==> src/rtl/box_sched_pkg.sv <==
// Shared constants for the box draw scheduler: default coordinate widths,
// packed box layout and FSM state encoding.
package box_sched_pkg;

  localparam int unsigned XSZ   = 3;
  localparam int unsigned YSZ   = 3;
  localparam int unsigned BOX_W = 2 * XSZ + 2 * YSZ;

  // Packed box is {xLeft, xRight, yTop, yBottom}, MSB first
  localparam int unsigned YB_LSB = 0;
  localparam int unsigned YT_LSB = YSZ;
  localparam int unsigned XR_LSB = 2 * YSZ;
  localparam int unsigned XL_LSB = 2 * YSZ + XSZ;

  typedef enum logic [1:0] {
    ST_IDLE = 2'd0,
    ST_GO   = 2'd1,
    ST_WAIT = 2'd2
  } state_t;

endpackage

==> src/rtl/box_fifo.sv <==
// Parameterised synchronous FIFO with occupancy count; full/empty gate push/pop.
module box_fifo #(
  parameter int unsigned W     = 12,
  parameter int unsigned DEPTH = 4
) (
  input  logic                     clk,
  input  logic                     resetn,
  input  logic                     push,
  input  logic                     pop,
  input  logic [W-1:0]             din,
  output logic [W-1:0]             dout,
  output logic                     full,
  output logic                     empty,
  output logic [$clog2(DEPTH):0]   count
);

  localparam int unsigned AW = $clog2(DEPTH);
  localparam int unsigned CW = AW + 1;

  logic [W-1:0]  mem [DEPTH];
  logic [AW-1:0] wr_ptr;
  logic [AW-1:0] rd_ptr;
  logic          do_push;
  logic          do_pop;

  assign full    = (count == CW'(DEPTH));
  assign empty   = (count == '0);
  assign do_push = push && !full;
  assign do_pop  = pop && !empty;
  assign dout    = mem[rd_ptr];

  // Storage needs no reset; occupancy tracks validity
  always_ff @(posedge clk) begin
    if (do_push) mem[wr_ptr] <= din;
  end

  always_ff @(posedge clk) begin
    if (!resetn) begin
      wr_ptr <= '0;
      rd_ptr <= '0;
      count  <= '0;
    end else begin
      if (do_push) wr_ptr <= wr_ptr + 1'b1;
      if (do_pop)  rd_ptr <= rd_ptr + 1'b1;
      count <= count + CW'(do_push) - CW'(do_pop);
    end
  end

endmodule

==> src/rtl/box_draw_scheduler.sv <==
// Arbitrates two box requesters into a FIFO, drops malformed boxes, and
// issues queued boxes one at a time to a drawer with a completion timeout.
module box_draw_scheduler #(
  parameter int unsigned XSZ     = box_sched_pkg::XSZ,
  parameter int unsigned YSZ     = box_sched_pkg::YSZ,
  parameter int unsigned DEPTH   = 4,
  parameter int unsigned TIMEOUT = 255
) (
  input  logic                        clk,
  input  logic                        resetn,
  input  logic                        req0_valid,
  input  logic [2*XSZ+2*YSZ-1:0]      req0_box,
  output logic                        req0_ready,
  input  logic                        req1_valid,
  input  logic [2*XSZ+2*YSZ-1:0]      req1_box,
  output logic                        req1_ready,
  output logic                        goDraw,
  output logic [XSZ-1:0]              xLeft,
  output logic [XSZ-1:0]              xRight,
  output logic [YSZ-1:0]              yTop,
  output logic [YSZ-1:0]              yBottom,
  input  logic                        doneDraw,
  output logic                        busy,
  output logic [$clog2(DEPTH):0]      count,
  output logic                        err,
  output logic                        timeout
);

  import box_sched_pkg::*;

  localparam int unsigned BW    = 2 * XSZ + 2 * YSZ;
  localparam int unsigned O_YB  = 0;
  localparam int unsigned O_YT  = YSZ;
  localparam int unsigned O_XR  = 2 * YSZ;
  localparam int unsigned O_XL  = 2 * YSZ + XSZ;
  localparam int unsigned TW    = $clog2(TIMEOUT + 1);

  logic [BW-1:0] head;
  logic [BW-1:0] sel_box;
  logic          full;
  logic          empty;
  logic          push;
  logic          pop;
  logic          gnt0;
  logic          gnt1;
  logic          sel_bad;
  logic          last1;
  state_t        state;
  logic [TW-1:0] wait_cnt;

  // Round-robin grant; last1 set means req0 wins the next tie
  always_comb begin
    gnt0 = 1'b0;
    gnt1 = 1'b0;
    if (resetn && !full) begin
      if (req0_valid && req1_valid) begin
        gnt0 = last1;
        gnt1 = !last1;
      end else begin
        gnt0 = req0_valid;
        gnt1 = req1_valid;
      end
    end
    sel_box = gnt1 ? req1_box : req0_box;
    sel_bad = (sel_box[O_XL +: XSZ] > sel_box[O_XR +: XSZ]) ||
              (sel_box[O_YT +: YSZ] > sel_box[O_YB +: YSZ]) ||
              (sel_box[O_YT +: YSZ] == '0);
    push    = (gnt0 || gnt1) && !sel_bad;
    pop     = (state == ST_IDLE) && !empty;
  end

  assign req0_ready = gnt0;
  assign req1_ready = gnt1;
  assign busy       = (state != ST_IDLE) || !empty;

  box_fifo #(.W(BW), .DEPTH(DEPTH)) u_fifo (
    .clk    (clk),
    .resetn (resetn),
    .push   (push),
    .pop    (pop),
    .din    (sel_box),
    .dout   (head),
    .full   (full),
    .empty  (empty),
    .count  (count)
  );

  always_ff @(posedge clk) begin
    if (!resetn) begin
      state    <= ST_IDLE;
      wait_cnt <= '0;
      last1    <= 1'b1;
      goDraw   <= 1'b0;
      err      <= 1'b0;
      timeout  <= 1'b0;
      xLeft    <= '0;
      xRight   <= '0;
      yTop     <= '0;
      yBottom  <= '0;
    end else begin
      goDraw  <= 1'b0;
      timeout <= 1'b0;
      err     <= (gnt0 || gnt1) && sel_bad;
      if (gnt0)      last1 <= 1'b0;
      else if (gnt1) last1 <= 1'b1;
      case (state)
        ST_IDLE: begin
          if (!empty) begin
            xLeft   <= head[O_XL +: XSZ];
            xRight  <= head[O_XR +: XSZ];
            yTop    <= head[O_YT +: YSZ];
            yBottom <= head[O_YB +: YSZ];
            goDraw  <= 1'b1;
            state   <= ST_GO;
          end
        end
        ST_GO: begin
          wait_cnt <= '0;
          state    <= ST_WAIT;
        end
        ST_WAIT: begin
          // doneDraw takes priority over an expiring timeout
          if (doneDraw) begin
            state <= ST_IDLE;
          end else if (wait_cnt == TW'(TIMEOUT - 1)) begin
            state   <= ST_IDLE;
            timeout <= 1'b1;
          end else begin
            wait_cnt <= wait_cnt + 1'b1;
          end
        end
        default: state <= ST_IDLE;
      endcase
    end
  end

endmodule

==> config.mk <==
export PLATFORM = sky130hd
export DESIGN_NAME = box_draw_scheduler
export DESIGN_NICKNAME = d
export VERILOG_FILES = /design/src/rtl/box_sched_pkg.sv /design/src/rtl/box_fifo.sv /design/src/rtl/box_draw_scheduler.sv
export SDC_FILE = /design/constraint.sdc
export NUM_CORES = 1
export LEC_CHECK = 0
export CORE_UTILIZATION = 54
export DETAILED_ROUTE_END_ITERATION = 10
export GPL_TIMING_DRIVEN = 0
export PLACE_DENSITY = 0.79
export SLEW_MARGIN = 0
export SYNTH_ARGS = -nofsm -noshare
export SYNTH_HDL_FRONTEND = slang
export SYNTH_SLANG_ARGS = --single-unit
export TNS_END_PERCENT = 50
==> constraint.sdc <==
create_clock -name clk -period 4.32 [get_ports clk]
set_input_delay 0.864 -clock clk [delete_from_list [all_inputs] [get_ports clk]]
set_output_delay 0.864 -clock clk [all_outputs]
set_load 0.01 [all_outputs]
==> results of run 1 <==
-- metrics by stage --
stage          setup slack, ns  TNS (ns)  cells
6_report                 0.197         0    432
5_1_grt                 0.0380         0    432
4_1_cts                 0.0841         0    432
3_5_place_dp            -0.271    -12.58    416
3_3_place_gp            -0.222    -10.37    416
2_1_floorplan            0.661         0    290
-- flip-flops by register name, summed over array words and instances, names as in the netlist --
signal,flops
err,1
goDraw,1
last1,1
state,2
timeout,1
u_fifo.count,3
u_fifo.mem,48
u_fifo.rd_ptr,2
u_fifo.wr_ptr,2
wait_cnt,8
xLeft,3
xRight,3
yBottom,3
yTop,3
-- path summary, 6_finish.rpt --
check,from,to,slack [ns],cells past startpoint
worst max-delay path,req1_valid,u_fifo.count[1],0.20,14
worst min-delay path,xLeft[0],xLeft[0],0.46,2
worst max register to register,u_fifo.count[2],u_fifo.count[1],0.51,13
worst min register to register,xLeft[0],xLeft[0],0.46,2
-- placed cells by master (no fill, tap or decap), types with 4 or more instances in the layout --
cell type and count:
sky130_fd_sc_hd__a21oi_1 19, sky130_fd_sc_hd__and2_2 4, sky130_fd_sc_hd__clkbuf_1 6, sky130_fd_sc_hd__clkbuf_8 9, sky130_fd_sc_hd__clkdlybuf4s50_1 49, sky130_fd_sc_hd__clkinv_2 4, sky130_fd_sc_hd__dfxtp_1 33, sky130_fd_sc_hd__edfxtp_1 48
sky130_fd_sc_hd__ha_1 12, sky130_fd_sc_hd__inv_1 18, sky130_fd_sc_hd__mux2_2 4, sky130_fd_sc_hd__mux2i_1 6, sky130_fd_sc_hd__mux4_2 12, sky130_fd_sc_hd__nand2_1 44, sky130_fd_sc_hd__nand3_1 5, sky130_fd_sc_hd__nor2_1 20
sky130_fd_sc_hd__o21ai_0 9, sky130_fd_sc_hd__xor2_1 4
-- cell type report --
class | count | area [sq um] | share of cell area
Inverter | 18 | 67.6 | 0.0155
Clock inverter | 6 | 58.8 | 0.0135
Timing Repair Buffer | 49 | 490 | 0.113
Tap cell | 77 | 96.3 | 0.0221
Buffer | 10 | 51.3 | 0.0118
Clock buffer | 10 | 128 | 0.0293
Multi-Input combinational cell | 181 | 1360 | 0.312
Sequential cell | 81 | 2100 | 0.483
-- logic make-up (layout without fill, tap and decap cells) --
| logic type | count (synthesis) | after routing |
|---|---|---|
| AND/OR/NAND/NOR | 96 | 96 |
| flip-flops | 81 | 81 |
| multiplexers | 22 | 22 |
| AO/OA/AOI/OAI | 42 | 42 |
| adder cells (fa/ha/maj) | 14 | 14 |
| XOR/XNOR | 7 | 7 |
| buffers and inverters | 28 | 93 |
-- tightest hold or removal path, cell delays in order, from the launching register on --
cell	delay [ns]
sky130_fd_sc_hd__dfxtp_1	0.31
sky130_fd_sc_hd__nand2_1	0.05
sky130_fd_sc_hd__a21oi_1	0.05
-- what timing repair did --
| item | 4_1_cts | 5_1_grt |
|---|---|---|
| setup buffers | 0 | 0 |
| gates resized for setup | 0 | 9 |
| setup endpoints to repair | 0 | 50 |
-- power groups by stage --
stage	clock network [W]	logic, W	registers, W
6_report	0.000521	0.000770	0.000991
5_1_grt	0.000560	0.000856	0.00101
4_1_cts	0.000530	0.000773	0.000992
3_5_place_dp	0	0.000766	0.00101
3_3_place_gp	0	0.000741	0.00100
2_1_floorplan	0	0.000461	0.00103
-- metal layers --
| metal | up-vias | global-route usage |
|---|---|---|
| met5 | - | 0 |
| met4 | 0 | 0.103 |
| met3 | 17 | 0.0288 |
| met2 | 77 | 0.346 |
| met1 | 1136 | 0.258 |
| li1 | 1160 | - |
==> flow_summary.yaml, run 1 <==
run_status:
  outcome: "completed"
drt:
  drc_viols: 0
  wl_per_cell_um: 15.2
  met1Wirelength_um: 2930
  number_of_search_and_repair_iterations_in_the_first_detailed_routing_pass: 5
  wl_met3_um: 251
  dr.max_layer_used: "met4"
  drt.antenna.violating_nets: 0
  detail_routed_via_count_per_cell: 5.53
  dr.first_iter.drc_count: 111
  vias: 2390
  met2_length_um: 3220
  route.final.wire_length_um: 6550
yosys:
  syn_area_per_cell_sq_um: 12.3
  synth_simple_gate_area_frac: 0.131
  synth.area.mux_share: 0.105
  synth_cells: 290
  number_of_distinct_library_cells_after_synthesis: 43
  dominant_combinational_cell_family_by_area_after_synthesis: "simple AND/OR/NAND/NOR gates"
  syn-cell-area_sq_um: 3560
  synth_top_cells_by_count: "sky130_fd_sc_hd__edfxtp_1, sky130_fd_sc_hd__nand2_1, sky130_fd_sc_hd__dfxtp_1, sky130_fd_sc_hd__nor2_1, sky130_fd_sc_hd__a21oi_1"
  yosysTopAreaCellShare: 0.405
  synth_adder_area_share: 0.0513
  synth_fp_nets: 333
  synthArstFlopShare: 0
  synth.area.top_cells: "sky130_fd_sc_hd__edfxtp_1, sky130_fd_sc_hd__dfxtp_1, sky130_fd_sc_hd__mux4_2"
  synth_area_leader_cell: "sky130_fd_sc_hd__edfxtp_1"
  yosysWarnings: 0
  synth-edff-count: 48
  synth_compound_gate_area_share: 0.0727
  synth_xor_area_frac: 0.0172
  synth_seq_cells: 81
  synthMostInstantiatedCell: "sky130_fd_sc_hd__edfxtp_1"
  seq_area_frac_synth: 0.590
  ys_dominant_reg_cell: "sky130_fd_sc_hd__edfxtp_1"
clock_network:
  clock_path_buffers: 2
  cts_inserted_buffers: 9
  htreeDepth: 3
  clock_transition_time_at_the_flip_flop_clock_pins_of_the_worst_setup_and_hold_paths_ns: 0.08
  cts-hold-fix-buffers: 0
  tritoncts_num_sinks: 81
  cts_tree: "yes"
  worstSkewPairLatency_ns: 0.34
  clockRootBuffer: "sky130_fd_sc_hd__clkbuf_8"
global_routing:
  antenna_found_initial: 0
  grt_start_max_net_pins: 14
  global_route.usage.total: 0.205
  first_global_vias: 2410
  grt_pass1_wl_um: 11000
  gr_overflow_total: 0
worst_setup_path:
  critical_path_type: "in -> reg"
  worst-path-buf-inv: 3
  worst_ep_required_time_ns: 4.57
  cpMaxStageDelayCell: "sky130_fd_sc_hd__clkdlybuf4s50_1"
  critPathMaxStageDelay_ns: 0.50
  worst-path-max-fanout: 10
  worstSetupEndpointType: "flip-flop"
  arrival_time_of_data_at_the_critical_path_endpoint_ns: 4.37
  crit_chain: "clkdlybuf4s50_1, a21boi_4, nand3_4, buf_4, inv_1, nand2_1, nand2_1, ha_1, a211oi_1, o211ai_1, a211oi_4, ha_1, fa_1, and2_1"
  kind_of_cell_with_the_highest_combined_delay_on_the_critical_path: "compound AO/OA/AOI/OAI gates"
  setup.worst_path.start_class: "input pin"
pwr:
  peak_supply_drop_uv: 402
  netSwitchingFraction: 0.311
  sequentialPowerShare: 0.434
  clock_power_share: 0.228
  netSwitchingPower_w: 0.000711
  design_power_total_w: 0.00228
  internal_power_w: 0.00157
  leakage_nw: 1.58
  power.density_nw_per_um2: 524
  comb_power_share: 0.338
floorplanning:
  fp.dieArea_sq_um: 6930
  rows: 29
  ios: 50
  die_y_um: 83.2
  fp.dieW_um: 83.2
  core_sq_um: 6350
  initial_cell_density_of_the_core: 0.561
sta:
  finalHoldWorstSlack_ns: 0.457
  final_min_period_over_clock_period: 0.954
  worstMarginPinSlew_ns: 0.637
  achievable-frequency_mhz: 243
  hold_violations: 0
  worst_slew_margin_rel: 0.572
  finalCriticalPeriod_ns: 4.12
  final_max_slew_viol_count: 0
  skew_ns: 0.0108
  report.final.setup_viol: 0
  rsz0062_at_grt: "false"
place:
  place.detailed.hpwl_um: 4730
  port_buffers: 49
  finalWeightedCongestion: 0.801
  placed_area_sq_um: 4150
layout:
  antenna_cells: 0
  area_delta_synth_final_pct: 22.2
  layout-drive-gt1-share: 0.127
  post-route-util: 0.686
  fillers: 451
  final_nets: 393
  layout.cell_area.non_filler_sq_um: 4350
worst_hold_path:
  holdCritPathClass: "reg -> reg"
run:
  number_of_max_cap_violations: 0
Power figures use the tool's default switching activity.
==> run 2, diff against run 1 <==
GPL_ROUTABILITY_DRIVEN = 0   (was not set)
HOLD_SLACK_MARGIN = 0.08   (was not set)
SKIP_LAST_GASP = 1   (was not set)
==> run 2 against run 1 <==
Register-to-register slack worse by 0.14 ns. Worst setup slack worse by 0.13 ns. Flip-flop and latch count stayed put. Sequential share of layout area is 0.15 points higher. Power is 0.11% lower. Final cell count stayed put. Routed wire length is 0.14% higher.
==> flow_summary.yaml, run 2 (same netlist as run 1, synthesis figures left out) <==
layout:
  mostFrequentLayoutCell: "sky130_fd_sc_hd__clkdlybuf4s50_1"
  final_nets: 393
  post-route-util: 0.683
  layout-drive-gt1-share: 0.121
  largest_registers: "u_fifo.mem (48), wait_cnt (8)"
  largest_register: "u_fifo.mem"
  area_delta_synth_final_pct: 21.8
  fillers: 455
  largest_reg_flops: 48
  antenna_cells: 0
  layout.cells.most_common_list: "sky130_fd_sc_hd__clkdlybuf4s50_1, sky130_fd_sc_hd__edfxtp_1, sky130_fd_sc_hd__nand2_1, sky130_fd_sc_hd__dfxtp_1, sky130_fd_sc_hd__nor2_1"
  layout.cell_area.non_filler_sq_um: 4340
place:
  place.detailed.hpwl_um: 4730
  placed_area_sq_um: 4150
  port_buffers: 49
worst_setup_path:
  cpMostUsedCell: "sky130_fd_sc_hd__nand2_1"
  worstReg2RegStart: "u_fifo.count[2]"
  cpMaxStageDelayCell: "sky130_fd_sc_hd__and2_1"
  critical_path_type: "in -> reg"
  setup.worst_path.start_class: "input pin"
  worst-path-max-fanout: 12
  crit_chain: "clkdlybuf4s50_1, a21boi_2, nand3_4, buf_2, inv_1, nand2_1, nand2_1, ha_1, a211oi_1, o211ai_1, a211oi_4, and2_1"
  worst_ep_required_time_ns: 4.30
  reg2reg_setup_slack_ns: 0.37
  worst_r2r_endpoint: "u_fifo.mem[0][10]"
  critPathMaxStageDelay_ns: 0.56
  critical_path_cell_count: 12
  kind_of_cell_with_the_highest_combined_delay_on_the_critical_path: "compound AO/OA/AOI/OAI gates"
  worst-path-buf-inv: 3
  arrival_time_of_data_at_the_critical_path_endpoint_ns: 4.23
  worstSetupEndpointType: "flip-flop"
  r2r.worst_path.cells: 11
global_routing:
  antenna_found_initial: 0
  grt_pass1_wl_um: 11000
  first_global_vias: 2410
  grt_start_max_net_pins: 14
  gr_overflow_total: 0
  global_route.usage.total: 0.205
sta:
  hold_violations: 0
  final_max_slew_viol_count: 0
  finalCriticalPeriod_ns: 4.25
  finalHoldWorstSlack_ns: 0.457
  skew_ns: 0.00940
  worstMarginPinSlew_ns: 0.640
  worst_slew_margin_rel: 0.570
  rsz0062_at_grt: "true"
  achievable-frequency_mhz: 235
  report.final.setup_viol: 0
  final_min_period_over_clock_period: 0.984
floorplanning:
  fp.dieArea_sq_um: 6930
  initial_cell_density_of_the_core: 0.561
  core_sq_um: 6350
  die_y_um: 83.2
  rows: 29
  fp.dieW_um: 83.2
  ios: 50
drt:
  drt.antenna.violating_nets: 0
  detail_routed_via_count_per_cell: 5.57
  dr.first_iter.drc_count: 131
  number_of_search_and_repair_iterations_in_the_first_detailed_routing_pass: 5
  vias: 2407
  route.final.wire_length_um: 6550
  wl_per_cell_um: 15.2
  drc_viols: 0
pwr:
  power.density_nw_per_um2: 525
  leakage_nw: 1.57
  peak_supply_drop_uv: 401
run_status:
  outcome: "completed"
run:
  number_of_max_cap_violations: 0
clock_network:
  cts_inserted_buffers: 9
  cts.repair_timing.setup_buffer_count: 0
  clockRootBuffer: "sky130_fd_sc_hd__clkbuf_8"
  clock_transition_time_at_the_flip_flop_clock_pins_of_the_worst_setup_and_hold_paths_ns: 0.08
  htreeDepth: 3
  clock_path_buffers: 2
  worstSkewPairLatency_ns: 0.34
  cts_tree: "yes"
  tritoncts_num_sinks: 81
worst_hold_path:
  min_to: "xLeft[0]"
  timing.hold.worst.start: "xLeft[0]"
  timing.hold.worst_path_depth: 2
  holdCritPathClass: "reg -> reg"
[run 2: changes by cell type in the layout (fill, tap and decap cells not counted)]
cell / change
sky130_fd_sc_hd__buf_2: +1
sky130_fd_sc_hd__and2_1: +1
sky130_fd_sc_hd__o21ai_1: -1
sky130_fd_sc_hd__a21boi_4: -1
sky130_fd_sc_hd__ha_2: -1
sky130_fd_sc_hd__o21ai_0: +1
sky130_fd_sc_hd__a21boi_2: +1
sky130_fd_sc_hd__buf_4: -1
sky130_fd_sc_hd__and2_2: -1
sky130_fd_sc_hd__ha_1: +1
[run 2: what timing repair did]
item / 4_1_cts / 5_1_grt
endpoints found under the setup margin: 0 / 50
hold buffers: 0 / 0
resized for setup: 0 / 3
[run 2: metal layers]
layer,routed length (um),GRT usage,vias to the layer above
li1,-,-,1159
met1,2940,0.258,1150
met2,3220,0.346,83
met3,244,0.0288,15
met4,148,0.103,0
met5,0,0,-
[run 2: worst register-to-register path, cell delays in order (launching register included)]
cell and delay [ns]:
sky130_fd_sc_hd__dfxtp_1 0.40, sky130_fd_sc_hd__or3b_1 0.40, sky130_fd_sc_hd__buf_6 0.15, sky130_fd_sc_hd__nand3_4 0.13, sky130_fd_sc_hd__buf_2 0.29, sky130_fd_sc_hd__mux2i_1 0.38, sky130_fd_sc_hd__ha_1 0.33, sky130_fd_sc_hd__nor4b_1 0.16
sky130_fd_sc_hd__a31oi_1 0.16, sky130_fd_sc_hd__nand3b_1 0.20, sky130_fd_sc_hd__a211oi_4 0.42, sky130_fd_sc_hd__and2_1 0.56
[run 2: worst max-delay path by stage]
stage                           from                 to
after global placement    req1_valid   u_fifo.mem[1][6]
after CTS                 req1_valid   u_fifo.mem[1][6]
final                     req1_valid  u_fifo.mem[0][10]
after detailed placement  req1_valid   u_fifo.mem[1][6]
after floorplan           req1_valid    u_fifo.count[1]
after global routing      req0_valid   u_fifo.mem[0][4]
[run 2: metrics by stage]
| step | setup TNS, ns | cells | total power, W | setup slack, ns |
|---|---|---|---|---|
| floorplan | 0 | 290 | 0.00149 | 0.661 |
| global placement | -10.37 | 416 | 0.00175 | -0.222 |
| detailed placement | -12.58 | 416 | 0.00178 | -0.271 |
| CTS | 0 | 432 | 0.00230 | 0.0841 |
| global route | -2.72 | 432 | 0.00242 | -0.193 |
| finish | 0 | 432 | 0.00228 | 0.0702 |
[run 2: final cells by class]
cell class / instances / area, sq um / area share
flip-flops and latches: 81 / 2100 / 0.484
multi-input cells: 181 / 1350 / 0.311
repair buffers: 49 / 490 / 0.113
clock buffers: 10 / 128 / 0.0294
well taps: 77 / 96.3 / 0.0222
inverters: 18 / 67.6 / 0.0156
clock inverters: 6 / 58.8 / 0.0136
plain buffers: 10 / 48.8 / 0.0112
[run 2: report_power, final]
group | internal [W] | switching (W)
registers | 0.000934 | 0.0000563
logic | 0.000371 | 0.000396
clock network | 0.000264 | 0.000258
==> run 3, diff against run 2 <==
CAP_MARGIN = 20   (was not set)
CORE_MARGIN = 3   (was not set)
==> run 3 against run 2 <==
Power is 0.56% lower. Sequential share of layout area is 0.084 points higher. Global-route usage is 0.98 points lower. Register-to-register slack better by 0.03 ns. Non-clock buffer count stayed put. First-iteration DRC count is 27% lower. Worst setup slack better by 0.089 ns.
==> flow_summary.yaml, run 3 (same netlist as run 1, synthesis figures left out) <==
layout:
  layout.area.seq_sq_um: 2100
  area_delta_synth_final_pct: 21.6
  largest_reg_flops: 48
  multiInputGateArea_sq_um: 1350
  antenna_cells: 0
  finish.cell_count_without_fillers: 430
  final_nets: 393
  largest_registers: "u_fifo.mem (48), wait_cnt (8)"
  mostFrequentLayoutCell: "sky130_fd_sc_hd__clkdlybuf4s50_1"
  fillers: 448
  largest_register: "u_fifo.mem"
  layout.cells.most_common_list: "sky130_fd_sc_hd__clkdlybuf4s50_1, sky130_fd_sc_hd__edfxtp_1, sky130_fd_sc_hd__nand2_1, sky130_fd_sc_hd__dfxtp_1, sky130_fd_sc_hd__nor2_1"
  layout-drive-gt1-share: 0.121
sta:
  hold_violations: 0
  skew_ns: 0.00614
  worst_slew_margin_rel: 0.584
  rsz0062_at_grt: "true"
  achievable-frequency_mhz: 240
  final_min_period_over_clock_period: 0.963
  worstMarginPinSlew_ns: 0.619
  final_max_slew_viol_count: 0
  finalCriticalPeriod_ns: 4.16
  report.final.setup_viol: 0
worst_setup_path:
  setup.worst_path.start_class: "input pin"
  critical_path_type: "in -> reg"
  worst_ep_required_time_ns: 4.30
  worst_r2r_endpoint: "u_fifo.mem[0][3]"
  reg2reg_setup_slack_ns: 0.40
  r2r.worst_path.cells: 11
  worst-path-max-fanout: 12
  arrival_time_of_data_at_the_critical_path_endpoint_ns: 4.14
  worstSetupEndpointType: "flip-flop"
  worstReg2RegStart: "u_fifo.count[2]"
worst_hold_path:
  holdCritPathClass: "reg -> reg"
  timing.hold.worst.start: "yBottom[1]"
  timing.hold.worst_path_depth: 2
  min_to: "yBottom[1]"
floorplanning:
  rows: 28
  ios: 50
  fp.dieArea_sq_um: 7610
  core_sq_um: 6170
  initial_cell_density_of_the_core: 0.578
  die_y_um: 87.2
  fp.dieW_um: 87.2
drt:
  number_of_search_and_repair_iterations_in_the_first_detailed_routing_pass: 4
  drt.antenna.violating_nets: 0
  route.final.wire_length_um: 6810
  detail_routed_via_count_per_cell: 5.44
  dr.first_iter.drc_count: 96
  wl_per_cell_um: 15.8
  drc_viols: 0
  vias: 2339
pwr:
  leakage_nw: 1.56
  peak_supply_drop_uv: 335
  design_power_total_w: 0.00227
  power.density_nw_per_um2: 523
global_routing:
  antenna_found_initial: 0
  first_global_vias: 2387
  grt_start_max_net_pins: 14
  global_route.usage.total: 0.195
  grt_pass1_wl_um: 11200
  gr_overflow_total: 0
clock_network:
  clockRootBuffer: "sky130_fd_sc_hd__clkbuf_8"
  htreeDepth: 3
  worstSkewPairLatency_ns: 0.34
  clock_transition_time_at_the_flip_flop_clock_pins_of_the_worst_setup_and_hold_paths_ns: 0.08
  cts_tree: "yes"
  cts.repair_timing.setup_buffer_count: 0
  cts-hold-fix-buffers: 0
  clock_path_buffers: 2
  cts_inserted_buffers: 9
  tritoncts_num_sinks: 81
run:
  number_of_max_cap_violations: 0
place:
  placed_cells_incl_taps: 414
  port_buffers: 49
  place.detailed.hpwl_um: 4990
run_status:
  outcome: "completed"
[run 3: cell count changes in the layout (fill, tap and decap cells not counted)]
cell,change
sky130_fd_sc_hd__inv_4,+1
sky130_fd_sc_hd__clkinvlp_4,+2
sky130_fd_sc_hd__bufinv_16,-1
sky130_fd_sc_hd__clkinv_4,-1
sky130_fd_sc_hd__clkbuf_8,+2
sky130_fd_sc_hd__clkinv_2,-3
[run 3: critical path: stages]
cell,delay [ns]
sky130_fd_sc_hd__clkdlybuf4s50_1,0.49
sky130_fd_sc_hd__a21boi_2,0.26
sky130_fd_sc_hd__nand3_4,0.15
sky130_fd_sc_hd__buf_2,0.24
sky130_fd_sc_hd__mux2i_1,0.30
sky130_fd_sc_hd__ha_1,0.33
sky130_fd_sc_hd__nor4b_1,0.16
sky130_fd_sc_hd__a31oi_1,0.28
sky130_fd_sc_hd__nand3_4,0.14
sky130_fd_sc_hd__a211oi_4,0.37
sky130_fd_sc_hd__and2_1,0.54
[run 3: power breakdown]
part / total, W / internal [W] / switching (W)
clock network: 0.000501 / 0.000240 / 0.000261
registers: 0.000993 / 0.000934 / 0.0000590
logic: 0.000773 / 0.000372 / 0.000401
total: 0.00227 / 0.00155 / 0.000721
[run 3: per-layer routing]
metal / track usage / part of all wire
met2: 0.320 / 0.48
met1: 0.247 / 0.43
met5: 0 / 0
met3: 0.0416 / 0.064
met4: 0.0921 / 0.017
[run 3: worst max path at each step]
stage	startpoint	endpoint	slack (ns)	cells past startpoint
after floorplan	req1_valid	u_fifo.count[1]	0.66	14
after global placement	req1_valid	u_fifo.mem[3][6]	-0.20	11
after detailed placement	req1_valid	u_fifo.mem[2][6]	-0.32	11
after CTS	req1_valid	u_fifo.mem[2][5]	0.04	11
after global routing	req0_valid	u_fifo.mem[0][3]	-0.13	13
final	req1_valid	u_fifo.mem[0][3]	0.16	11
[run 3: repair_timing]
item                                   CTS  global route
resized for setup                        0             3
endpoints found under the hold margin    0             0
setup endpoints to repair                0            49
[run 3: cell type report]
cell class,count,area share
clock buffer,12,0.0358
sequential,81,0.485
clock inverter,4,0.00607
timing repair buffer,49,0.113
inverter,18,0.0156
multi-input combinational,181,0.311
buffer,10,0.0113
tap,75,0.0217
[run 3: stage by stage]
stage                     instance area, sq um  setup TNS (ns)  setup WS, ns  hold WS [ns]   util
after floorplan                           3560               0         0.661         0.444      -
after global placement                    4150           -9.48        -0.198         0.443  0.672
after detailed placement                  4150          -14.11        -0.320         0.452  0.672
after CTS                                 4330               0        0.0429         0.463  0.702
after global routing                      4330           -1.58        -0.132         0.482  0.703
final                                     4330               0         0.159         0.458  0.703
